[config.mk]
export PLATFORM = sky130hd
export DESIGN_NAME = seg_scan_reader
export DESIGN_NICKNAME = d
export VERILOG_FILES = /design/src/rtl/seg_scan_reader.sv
export SDC_FILE = /design/constraint.sdc
export NUM_CORES = 1
export LEC_CHECK = 0
export BUFFER_PORTS_ARGS = -buffer_cell sky130_fd_sc_hd__buf_4
export CAP_MARGIN = 10
export CORE_UTILIZATION = 39
export DETAILED_ROUTE_END_ITERATION = 8
export SYNTH_ARGS = -nofsm -noshare
export SYNTH_HDL_FRONTEND = slang
export SYNTH_SLANG_ARGS = --single-unit
[constraint.sdc]
create_clock -name clk_i -period 3.9 [get_ports clk_i]
set_clock_uncertainty 0.05 [all_clocks]
set_input_delay 0.195 -clock clk_i [delete_from_list [all_inputs] [get_ports clk_i]]
set_output_delay 0.195 -clock clk_i [all_outputs]
set_load 0.02 [all_outputs]
[src/rtl/seg_scan_reader.sv]
// seg_scan_reader
//
// Passive readback of the multiplexed 7-segment display bus. It synchronises
// the scanned segment and common lines and waits for each digit slot to hold
// steady. It then decodes the lit pattern back to a hex code and gathers one
// code per slot. When all six slots have been seen, the set is published as
// one frame.
//
// Ports:
//   clk_i           system clock (single domain)
//   rst_ni          asynchronous active-low reset
//   a_i..g_i        segment lines, active-high (1 = lit)
//   com3_i..com8_i  digit commons, active-low (one low = that digit selected)
//   dig3_o..dig8_o  published code per slot: 00-0F hex, 10 blank, 1F unknown
//   frame_valid_o   one-cycle pulse when a frame is published
//   frame_changed_o one-cycle pulse with frame_valid_o if any digit changed
//   err_o           one-cycle pulse on entry into a multiple-common condition
//   stale_o         level, no frame published for TIMEOUT cycles
module seg_scan_reader #(
  parameter int unsigned STABLE  = 4,
  parameter logic [19:0] TIMEOUT = 20'd1000000
) (
  input  logic       clk_i,
  input  logic       rst_ni,
  input  logic       a_i,
  input  logic       b_i,
  input  logic       c_i,
  input  logic       d_i,
  input  logic       e_i,
  input  logic       f_i,
  input  logic       g_i,
  input  logic       com3_i,
  input  logic       com4_i,
  input  logic       com5_i,
  input  logic       com6_i,
  input  logic       com7_i,
  input  logic       com8_i,
  output logic [4:0] dig3_o,
  output logic [4:0] dig4_o,
  output logic [4:0] dig5_o,
  output logic [4:0] dig6_o,
  output logic [4:0] dig7_o,
  output logic [4:0] dig8_o,
  output logic       frame_valid_o,
  output logic       frame_changed_o,
  output logic       err_o,
  output logic       stale_o
);

  localparam logic [3:0] CntMax = 4'(STABLE);
  localparam logic [3:0] CntArm = 4'(STABLE - 1);
  localparam logic [4:0] Blank  = 5'h10;

  // Bit i of the common vector corresponds to com(i+3).
  logic [6:0] segRaw;
  logic [5:0] comRaw;

  assign segRaw = {a_i, b_i, c_i, d_i, e_i, f_i, g_i};
  assign comRaw = {com8_i, com7_i, com6_i, com5_i, com4_i, com3_i};

  logic [6:0]      segMeta_q, segSync_q, prevSeg_q;
  logic [5:0]      comMeta_q, comSync_q, prevCom_q;
  logic [3:0]      stableCnt_q, stableCnt_d;
  logic            armed_q, armed_d;
  logic [5:0]      seen_q, seen_d;
  logic [5:0][4:0] shadow_q, shadow_d;
  logic [5:0][4:0] digs_q, digs_d;
  logic            frameValid_q, frameValid_d;
  logic            frameChanged_q, frameChanged_d;
  logic            multiPrev_q;
  logic            err_q, err_d;
  logic [19:0]     toCnt_q, toCnt_d;
  logic            stale_q, stale_d;

  logic [5:0] comActive;
  logic       oneHot;
  logic       multi;
  logic       qualified;
  logic       capture;
  logic       publish;
  logic [2:0] slotIdx;
  logic [4:0] code;

  function automatic logic [4:0] decodeGlyph(input logic [6:0] seg);
    logic [4:0] res;
    case (seg)
      7'b1111110: res = 5'h00;
      7'b0110000: res = 5'h01;
      7'b1101101: res = 5'h02;
      7'b1111001: res = 5'h03;
      7'b0110011: res = 5'h04;
      7'b1011011: res = 5'h05;
      7'b1011111: res = 5'h06;
      7'b1110000: res = 5'h07;
      7'b1111111: res = 5'h08;
      7'b1111011: res = 5'h09;
      7'b1110111: res = 5'h0A;
      7'b0011111: res = 5'h0B;
      7'b1001110: res = 5'h0C;
      7'b0111101: res = 5'h0D;
      7'b1001111: res = 5'h0E;
      7'b1000111: res = 5'h0F;
      7'b0000000: res = Blank;
      default:    res = 5'h1F;
    endcase
    return res;
  endfunction

  // Slot qualification, capture and frame assembly.
  always_comb begin
    comActive = ~comSync_q;
    oneHot    = (comActive != 6'd0) && ((comActive & (comActive - 6'd1)) == 6'd0);
    multi     = (comActive != 6'd0) && !oneHot;

    slotIdx = 3'd0;
    for (int i = 0; i < 6; i++) begin
      if (comActive[i]) slotIdx = 3'(i);
    end

    qualified = oneHot && (comSync_q == prevCom_q) && (segSync_q == prevSeg_q);
    // The arm is cleared by a capture and set again only by an unqualified
    // cycle. This limits each stable dwell to a single capture.
    capture   = qualified && armed_q && (stableCnt_q == CntArm);
    code      = decodeGlyph(segSync_q);
    publish   = (seen_q == 6'h3F);

    stableCnt_d = 4'd0;
    armed_d     = 1'b1;
    if (qualified) begin
      stableCnt_d = (stableCnt_q == CntMax) ? stableCnt_q : stableCnt_q + 4'd1;
      armed_d     = capture ? 1'b0 : armed_q;
    end

    // A capture in the publish cycle is the first slot of the next frame.
    seen_d   = publish ? 6'd0 : seen_q;
    shadow_d = shadow_q;
    if (capture) begin
      seen_d[slotIdx]   = 1'b1;
      shadow_d[slotIdx] = code;
    end

    digs_d         = publish ? shadow_q : digs_q;
    frameValid_d   = publish;
    frameChanged_d = publish && (shadow_q != digs_q);

    err_d = multi && !multiPrev_q;

    toCnt_d = 20'd0;
    stale_d = 1'b0;
    if (!publish) begin
      toCnt_d = (toCnt_q == TIMEOUT) ? toCnt_q : toCnt_q + 20'd1;
      stale_d = stale_q || (toCnt_d == TIMEOUT);
    end
  end

  // Input synchroniser, previous-sample history and all state registers.
  always_ff @(posedge clk_i or negedge rst_ni) begin
    if (!rst_ni) begin
      segMeta_q      <= '0;
      segSync_q      <= '0;
      comMeta_q      <= '1;
      comSync_q      <= '1;
      prevSeg_q      <= '0;
      prevCom_q      <= '1;
      stableCnt_q    <= '0;
      armed_q        <= 1'b1;
      seen_q         <= '0;
      shadow_q       <= {6{Blank}};
      digs_q         <= {6{Blank}};
      frameValid_q   <= 1'b0;
      frameChanged_q <= 1'b0;
      multiPrev_q    <= 1'b0;
      err_q          <= 1'b0;
      toCnt_q        <= '0;
      stale_q        <= 1'b0;
    end else begin
      segMeta_q      <= segRaw;
      segSync_q      <= segMeta_q;
      comMeta_q      <= comRaw;
      comSync_q      <= comMeta_q;
      prevSeg_q      <= segSync_q;
      prevCom_q      <= comSync_q;
      stableCnt_q    <= stableCnt_d;
      armed_q        <= armed_d;
      seen_q         <= seen_d;
      shadow_q       <= shadow_d;
      digs_q         <= digs_d;
      frameValid_q   <= frameValid_d;
      frameChanged_q <= frameChanged_d;
      multiPrev_q    <= multi;
      err_q          <= err_d;
      toCnt_q        <= toCnt_d;
      stale_q        <= stale_d;
    end
  end

  assign dig3_o          = digs_q[0];
  assign dig4_o          = digs_q[1];
  assign dig5_o          = digs_q[2];
  assign dig6_o          = digs_q[3];
  assign dig7_o          = digs_q[4];
  assign dig8_o          = digs_q[5];
  assign frame_valid_o   = frameValid_q;
  assign frame_changed_o = frameChanged_q;
  assign err_o           = err_q;
  assign stale_o         = stale_q;

endmodule

==> results of run 1 <==
registers in the layout, indices dropped and copies added, names as in the netlist, 4 cells and up:
register     count
dig8_o           5
toCnt_q         20
prevSeg_q        7
dig7_o           5
stableCnt_q      4
comMeta_q        6
dig4_o           5
segSync_q        7
shadow_q        30
prevCom_q        6
dig5_o           5
dig6_o           5
comSync_q        6
seen_q           6
dig3_o           5
segMeta_q        7
logic make-up after synthesis:
family	after synthesis	synth area share
flops	135	0.566
simple gates	246	0.207
fa+ha+maj	4	0.00829
buf+inv	30	0.0207
mux	32	0.0592
compound gates	38	0.0466
xor+xnor	64	0.0928
through the flow:
stage | util | total power [mW]
after floorplan | - | 1.52
after global placement | 0.435 | 1.58
after detailed placement | 0.435 | 1.58
after CTS | 0.484 | 3.17
after global routing | 0.484 | 3.25
final | 0.484 | 3.13
worst max path at each step:
stage                                 startpoint                        to  slack (ns)  depth (start not counted)
final                     segSync_q[6]$_DFF_PN0_  shadow_q[16]$_DFFE_PN0P_        1.34                          6
after global routing      segSync_q[5]$_DFF_PN0_  shadow_q[16]$_DFFE_PN0P_        1.15                          6
after CTS                 comSync_q[5]$_DFF_PN1_  shadow_q[16]$_DFFE_PN0P_        1.33                          6
after detailed placement  segSync_q[6]$_DFF_PN0_  shadow_q[18]$_DFFE_PN0P_        1.35                          6
after global placement    segSync_q[3]$_DFF_PN0_  shadow_q[26]$_DFFE_PN0P_        1.38                          6
after floorplan           segSync_q[2]$_DFF_PN0_  shadow_q[26]$_DFFE_PN0P_        1.57                          6
cell type report:
class | count | area [um^2] | share of cell area
Sequential cell | 135 | 3420 | 0.467
Multi-Input combinational cell | 384 | 2500 | 0.341
Timing Repair Buffer | 65 | 536 | 0.0731
Clock buffer | 22 | 505 | 0.0690
Tap cell | 188 | 235 | 0.0321
Clock inverter | 10 | 92.6 | 0.0126
Inverter | 11 | 41.3 | 0.00564
layer usage:
layer | GRT usage | vias up | share of wire
met5 | 0 | - | 0
met4 | 0.0532 | 0 | 0.014
met3 | 0.0468 | 16 | 0.038
met2 | 0.247 | 96 | 0.45
met1 | 0.228 | 2008 | 0.49
li1 | - | 2001 | -
cells in the final DEF, fill, tap and decap left out, types with 4 or more instances in the layout:
cell type      Yosys  final
buf_4              1     50
or2_2              4      4
dfstp_2           31     31
clkbuf_8           0      4
nand2b_1           5      5
nand3_1           15     15
dlygate4sd3_1      0     14
xor2_1            14     14
nor4_1             6      6
nor2_1            32     32
nand4_1           18     18
and3_1             7      7
nand2_1          114    114
or4_1              4      4
clkinvlp_4         0      4
nand3b_1           4      4
xnor2_1           50     50
mux2_2            30     30
a21oi_1            7      7
o21ai_0            6      6
clkbuf_16          0     18
inv_1             10     10
ha_1               4      4
dfrtp_1          104    104
nor3_1            10     10
a21o_1             6      6
worst reg2reg max path, cell delays in order, from the launching register on:
cell and delay (ns):
dfrtp_1 0.61, xnor2_1 0.18, nand4_1 0.19, a2111oi_4 0.41
nand2_4 0.16, nor4_4 0.45, mux2_2 0.40
repair_timing:
action | 4_1_cts | 5_1_grt
setup endpoints to repair | 0 | 0
hold endpoints to repair | 56 | 0
hold buffers | 14 | 0
power breakdown:
part           switching [mW]  leakage, nW  internal [mW]
sequential             0.0255         1.71           1.43
clock                   0.588        0.285          0.980
combinational          0.0594         1.40         0.0448
==> summary.txt, run 1 <==
Status = finished, final reports clean
Initial antenna violation count = 0
Worst path cell trace = xnor2_1 > nand4_1 > a2111oi_4 > nand2_4 > nor4_4 > mux2_2
Total CTS buffers = 17
DR WL/cell = 14.7 um
Worst Path Arrival = 2.81 ns
Leakage power = 3.39 nW
H-tree depth = 4
TritonCTS clock tree = built
Gate count of the mapped netlist = 549
Starting Density = 0.399
Final hold violation count = 0
Antenna-violating nets left = 0
Clk buf depth = 2
R2r setup slk = 1.34 ns
Worst slack, placed = 1.35 ns
Gpl congestion = 0.844
Die ar. = 16000 um^2
F_max = 0.391 GHz
Clk sinks = 135
Mapped Area = 6040 um^2
Post-route setup slack = 1.34 ns
Core footprint = 15100 um^2
# DRC = 0
Starting DRT DRC Count = 251
Synth top cells by count = 114 x nand2_1, 104 x dfrtp_1, 50 x xnor2_1
Yosys top cell by area = dfrtp_1
Critical Path RT = 4.15 ns
CP max stage delay = 0.61 ns
Diode count = 0
WL final = 11900 um
CTS Root Cell = clkbuf_16
Via/cell ratio = 5.06
Crit path max fanout = 15
Placed cell area = 6590 um^2
Via count = 4121
Postcts setup bufs = 0
Vias in the first global route = 3961
Post-synth EDFFs = 0
Hold path depth = 0
Worst IR Drop VDD = 0.306 mV
Hold WC Path Type = reg2reg
Die H = 126 um
Post-synthesis sequential area ratio = 0.566
Worst hold start = segMeta_q[3]$_DFF_PN0_
Unique masters post-synth = 59
Synth async-reset ratio = 1.00
Worst min-delay path endpoint = segSync_q[3]$_DFF_PN0_
Count leader, synth = nand2_1
Worst path bufs/invs = 0
Slew HR = 0.339
Post-synth top area share = 0.431
# fillers = 1350
Fin crit share = 0.656
Post-route insts no fill = 815
Setup Crit Path Kind = reg2reg
Maxcap violations = 0
Final Cell Area = 7320 um^2
Period minus WS final = 2.56 ns
Clk_lat worst skew = 0.41 ns
Synth Register Bits = 135
Unrepaired setup endpoints after global routing = no
Setup TNS = 0 ns
Half-perimeter wire length after placement = 7940 um
I/O Pins = 49
Largest cells by area after synthesis = dfrtp_1 43%, dfstp_2 13%, xnor2_1 7.3%
CP max-delay cell = dfrtp_1
Largest net degree at the start of global routing = 84
Input/output buffers = 48
Drt pass-1 iters = 6
Post-CTS Resized = 0
Mean post-synth cell area = 11.0 um^2
Grt ovf = 0
Layout cells sized above 1 = 0.258
FP Rows = 45
CP endpoint kind = flop
# placed instances = 769
Final setup viols = 0
Startpoint types = flop
Measured slew at the worst slew-check pin = 0.985 ns
Clk pin slew, worst setup/hold paths = 0.06 ns
Yosys warnings = 0
Syn nets = 568
Fin Hold WS = 0.295 ns
GRT Util Overall = 0.164
RR Startpoint = segSync_q[6]$_DFF_PN0_
Max-slew violation count = 0
First-pass GRT wire length = 20300 um
Power Dens Cells = 427 nW/um^2
R2R depth = 6
Crit-path leading delay family = simple AND/OR/NAND/NOR gates
Layout Nets = 633
Primary FF master, synth = dfrtp_1
Reg2reg end = shadow_q[16]$_DFFE_PN0P_
Area grow syn2layout = 21.3%
Die Wd = 126 um
No activity file was read; power rests on OpenSTA's default activity.
==> inputs of run 2 (changes only) <==
Clock period 3.9 ns to 2.05 ns, I/O delays scaled along.
==> summary.txt, run 2 (synthesis results as in run 1) <==
Post-layout util = 0.538 (+0.0543)
Failing checks = negative setup slack
H-tree depth = 4 (unchanged)
Pwr Total = 6.15 mW (+96%)
Clk buf depth = 2 (unchanged)
Final hold violation count = 0 (unchanged)
CP max stage delay = 0.50 ns (-0.11 ns)
Clk sinks = 135 (unchanged)
Worst IR Drop VDD = 0.572 mV (+87%)
Critical Path RT = 2.30 ns (-1.85 ns)
Highest-count cells in the layout ignoring fill and taps = 114 x nand2_1, 108 x buf_4, 99 x dfrtp_1
Commonest non-fill, non-tap cell in the layout = nand2_1
WL final = 13200 um (+11%)
Maxcap violations = 0 (unchanged)
Input/output buffers = 48 (unchanged)
Total CTS buffers = 17 (unchanged)
Core footprint = 15100 um^2 (unchanged)
Vias in the first global route = 4478 (+13%)
Setup TNS = -8.48 ns (-8.48 ns)
Largest net degree at the start of global routing = 51 (-39%)
Layout Nets = 706 (+12%)
Period minus WS final = 2.40 ns (-0.160 ns)
TritonCTS clock tree = built
Area grow syn2layout = 34.9%
Measured slew at the worst slew-check pin = 0.486 ns (-0.499 ns)
Antenna-violating nets left = 0 (unchanged)
Fin crit share = 1.17 (+0.514)
GRT Util Overall = 0.179 (+0.0156)
Largest Register = shadow_q
Startpoint types = flop
DR WL/cell = 14.9 um (+1.7%)
CTS Root Cell = clkbuf_16
Via/cell ratio = 5.00 (-1.2%)
Half-perimeter wire length after placement = 9010 um (+13%)
Worst Path Arrival = 2.64 ns (-0.17 ns)
# DRC = 0 (unchanged)
Final setup viols = 35 (+35)
CP endpoint kind = flop
Leakage power = 3.81 nW (+12%)
Via count = 4437 (+7.7%)
Post-route insts no fill = 888 (+9.0%)
Initial antenna violation count = 0 (unchanged)
Hold WC Path Type = in2async
Clk pin slew, worst setup/hold paths = 0.05 ns (about the same)
Die H = 126 um (unchanged)
CP max-delay cell = or4_4
Starting Density = 0.399 (unchanged)
Status = complete, but fails checks
Diode count = 0 (unchanged)
Gpl congestion = 0.825 (-2.2%)
F_max = 0.417 GHz (+6.7%)
# placed instances = 833 (+8.3%)
Crit path max fanout = 6 (-9)
Die Wd = 126 um (unchanged)
FP Rows = 45 (unchanged)
Unrepaired setup endpoints after global routing = yes
Starting DRT DRC Count = 223 (-11%)
Max-slew violation count = 0 (unchanged)
Slew HR = 0.676 (+0.337)
Post-route setup slack = -0.347 ns (-1.69 ns)
Biggest regs = shadow_q (30), toCnt_q (20)
Setup Crit Path Kind = reg2reg
Die ar. = 16000 um^2 (unchanged)
Largest register FFs = 30 (unchanged)
Layout cells sized above 1 = 0.361 (+0.103)
Drt pass-1 iters = 5 (-1)
First-pass GRT wire length = 22400 um (+10%)
I/O Pins = 49 (unchanged)
Power Dens Cells = 755 nW/um^2 (+77%)
Grt ovf = 0 (unchanged)
Worst path cell trace = buf_4 > buf_6 > or2_4 > or4_4 > nand4_1 > or3b_4 > mux2_4
Clk_lat worst skew = 0.42 ns (about the same)
-- run 2: cell types whose count changed in the layout (fill, tap and decap cells not counted), moves of 3 or more --
cell / change
dfrtp_2: +5
buf_4: +58
mux2_4: +21
clkbuf_1: +4
ha_1: -3
dfrtp_1: -5
buf_6: +14
mux2_2: -21
nor4_1: -3
-- run 2: power by group --
group / switching (mW) / internal (mW)
Sequential: 0.0271 / 2.72
Combinational: 0.154 / 0.142
Clock: 1.10 / 2.00
Total: 1.28 / 4.87
-- run 2: per-layer routing --
layer | up-vias | wire length [um] | track usage
met5 | - | 0 | 0
met4 | 0 | 261 | 0.0765
li1 | 2141 | - | -
met2 | 83 | 6290 | 0.284
met1 | 2189 | 6310 | 0.238
met3 | 24 | 361 | 0.0401
-- run 2: worst max-delay path: cells and delay by family (launching register included) --
| kind | cells | cell delay [ns] |
|---|---|---|
| flops | 1 | 0.40 |
| simple gates | 4 | 1.29 |
| buf+inv | 2 | 0.26 |
| mux | 1 | 0.28 |
-- run 2: worst paths after layout --
path                                        start                       to  slack (ns)  depth (start not counted)
max                        segSync_q[4]$_DFF_PN0_  shadow_q[6]$_DFFE_PN0P_       -0.35                          7
min                                        rst_ni    dig4_o[3]$_DFFE_PN0P_        0.15                          2
max reg2reg                segSync_q[4]$_DFF_PN0_  shadow_q[6]$_DFFE_PN0P_       -0.35                          7
min reg2reg                segMeta_q[4]$_DFF_PN0_   segSync_q[4]$_DFF_PN0_        0.30                          0
max in group asynchronous                  rst_ni    dig3_o[4]$_DFFE_PN1P_        1.06                          3
min in group clk_i                         com8_i   comMeta_q[5]$_DFF_PN1_        0.27                          2
-- run 2: layout make-up --
cell class              count  area, um^2
fillers                  1278        7000
flip-flops and latches    135        3420
multi-input cells         384        2690
repair buffers            138        1150
clock buffers              24         482
well taps                 188         235
clock inverters             8         123
inverters                  11        41.3
-- run 2: per-stage QoR --
stage               instance area (um^2)  worst slack, ns  hold WS, ns
finish                              8150           -0.347        0.154
global route                        8150           -0.428        0.172
CTS                                 8040           -0.335        0.156
detailed placement                  7120           -0.336       0.0390
global placement                    7120           -0.290       0.0359
floorplan                           6110           -0.241       -0.243
-- run 2: timing repair --
item,in CTS,in global routing
endpoints found under the setup margin,35,37
buffers inserted,7,3
hold buffers,14,0
hold endpoints to repair,61,0
gates resized for setup,33,20
pin swaps,11,9
==> inputs of run 3 (changes only) <==
Settings changed: MAX_ROUTING_LAYER set to met4, SETUP_SLACK_MARGIN set to 0.5.
==> summary.txt, run 3 (synthesis results as in run 1) <==
Status = complete, but fails checks
Failing checks = negative setup slack
Input/output buffers = 48 (unchanged)
DR WL met2 = 6840 um (+8.7%)
Via/cell ratio = 4.96 (-0.66%)
CP max-delay cell = dfstp_2
Worst Path Arrival = 2.60 ns (-0.04 ns)
Commonest non-fill, non-tap cell in the layout = buf_4
Die H = 126 um (unchanged)
Drt pass-1 iters = 4 (-1)
Clk pwr share = 0.514 (+0.010)
Diode count = 0 (unchanged)
Post-route setup slack = -0.293 ns (+0.0540 ns)
F_max = 0.427 GHz (+2.3%)
Period minus WS final = 2.34 ns (-0.0540 ns)
Hold WC Path Type = in2async
WL final = 13900 um (+5.2%)
# DRC = 0 (unchanged)
First-pass GRT wire length = 22600 um (+1.0%)
Total CTS buffers = 17 (unchanged)
Pwr Total = 6.35 mW (+3.2%)
Die Wd = 126 um (unchanged)
Vias in the first global route = 4558 (+1.8%)
Setup Crit Path Kind = reg2reg
Via count = 4507 (+1.6%)
TritonCTS clock tree = built
Worst IR Drop VDD = 0.653 mV (+14%)
Clk_lat worst skew = 0.42 ns (about the same)
Initial antenna violation count = 0 (unchanged)
Wire length on met3 = 441 um (+22%)
GRT Util Overall = 0.190 (+0.0107)
Measured slew at the worst slew-check pin = 0.593 ns (+0.107 ns)
DR WL/cell = 15.3 um (+2.9%)
Layout Nets = 726 (+2.8%)
Clk buf depth = 2 (unchanged)
Max-slew violation count = 0 (unchanged)
Grt ovf = 0 (unchanged)
Largest Register = shadow_q
Largest net degree at the start of global routing = 63 (+24%)
Maxcap violations = 0 (unchanged)
DR top layer = met4
Starting DRT DRC Count = 196 (-12%)
Sw frac = 0.218 (+0.0101)
Crit path max fanout = 5 (-1)
CTS Root Cell = clkbuf_16
Antenna-violating nets left = 0 (unchanged)
Area grow syn2layout = 42.6%
Starting Density = 0.399 (unchanged)
Met1 wire length = 6360 um (+0.70%)
Final hold violation count = 0 (unchanged)
Leakage power = 4.03 nW (+5.6%)
Unrepaired setup endpoints after global routing = yes
Half-perimeter wire length after placement = 9240 um (+2.5%)
Reg power frac = 0.434 (-0.014)
Switching power = 1.38 mW (+8.2%)
Crit-path leading delay family = flip-flops
CP endpoint kind = flop
Clk pin slew, worst setup/hold paths = 0.06 ns (about the same)
Power Dens Cells = 737 nW/um^2 (-2.4%)
Gpl congestion = 0.856 (+3.7%)
Internal Power = 4.96 mW (+1.9%)
Worst slack, placed = -0.387 ns (-0.0505 ns)
Biggest regs = shadow_q (30), toCnt_q (20)
Setup TNS = -7.38 ns (+1.09 ns)
Largest register FFs = 30 (unchanged)
I/O Pins = 49 (unchanged)
Layout cells sized above 1 = 0.442 (+0.0802)
Fin crit share = 1.14 (-0.0263)
Clk sinks = 135 (unchanged)
# fillers = 1259 (-1.5%)
Final setup viols = 36 (+2.9%)
Critical Path RT = 2.31 ns (about the same)
H-tree depth = 4 (unchanged)
# placed instances = 831 (-0.24%)
FP Rows = 45 (unchanged)
Post-route insts no fill = 908 (+2.3%)
Slew HR = 0.605 (-0.0712)
Combinational share of power = 0.052 (+0.004)
Startpoint types = flop
Core footprint = 15100 um^2 (unchanged)
CP max stage delay = 0.53 ns (+0.03 ns)
Highest-count cells in the layout ignoring fill and taps = 115 x buf_4, 108 x nand2_1, 95 x dfrtp_1
Post-layout util = 0.569 (+0.0306)
Worst path bufs/invs = 2 (unchanged)
Worst path cell trace = xnor2_1 > nand4_1 > a2111oi_4 > nand2_4 > buf_4 > nor2_4 > buf_6 > mux2_2
Die ar. = 16000 um^2 (unchanged)
-- run 3: layout make-up --
class | count | area, um^2 | share of cell area
Tap cell | 188 | 235 | 0.0273
Timing Repair Buffer | 158 | 1350 | 0.157
Clock buffer | 18 | 439 | 0.0510
Inverter | 11 | 41.3 | 0.00480
Clock inverter | 14 | 195 | 0.0227
Sequential cell | 135 | 3430 | 0.398
Multi-Input combinational cell | 384 | 2920 | 0.339
-- run 3: worst paths after layout --
path	endpoint	slack, ns	cells after the start	start
max reg2reg	shadow_q[2]$_DFFE_PN0P_	-0.29	8	comSync_q[0]$_DFF_PN1_
min in group clk_i	comMeta_q[2]$_DFF_PN1_	0.27	2	com5_i
min reg2reg	segSync_q[0]$_DFF_PN0_	0.30	0	segMeta_q[0]$_DFF_PN0_
max	shadow_q[2]$_DFFE_PN0P_	-0.29	8	comSync_q[0]$_DFF_PN1_
min	dig4_o[2]$_DFFE_PN0P_	0.18	2	rst_ni
max in group asynchronous	comMeta_q[5]$_DFF_PN1_	1.04	3	rst_ni
-- run 3: repair_timing --
item,CTS,global route
setup buffers,19,12
hold buffers,14,0
pin swaps,13,14
gates resized for setup,41,60
endpoints found under the setup margin,56,76
hold endpoints to repair,70,0
-- run 3: stage by stage --
stage	cell area, um^2	hold slack [ns]
finish	8610	0.177
detailed placement	7170	0.0888
global placement	7170	0.0859
CTS	8270	0.199
floorplan	6180	-0.243
global route	8610	0.222
-- run 3: power by group through the flow --
| stage | combinational (mW) | sequential [mW] | clock (mW) |
|---|---|---|---|
| after global placement | 0.249 | 2.80 | 0 |
| after global routing | 0.363 | 2.76 | 3.45 |
| after floorplan | 0.104 | 2.79 | 0 |
| after CTS | 0.313 | 2.75 | 3.35 |
| final | 0.328 | 2.75 | 3.26 |
| after detailed placement | 0.254 | 2.80 | 0 |
-- run 3: per-layer routing --
layer  global-route usage  up-vias
met4               0.0737        0
met3               0.0498       20
li1                     -     2189
met2                0.307       76
met5                    -        -
met1                0.228     2222
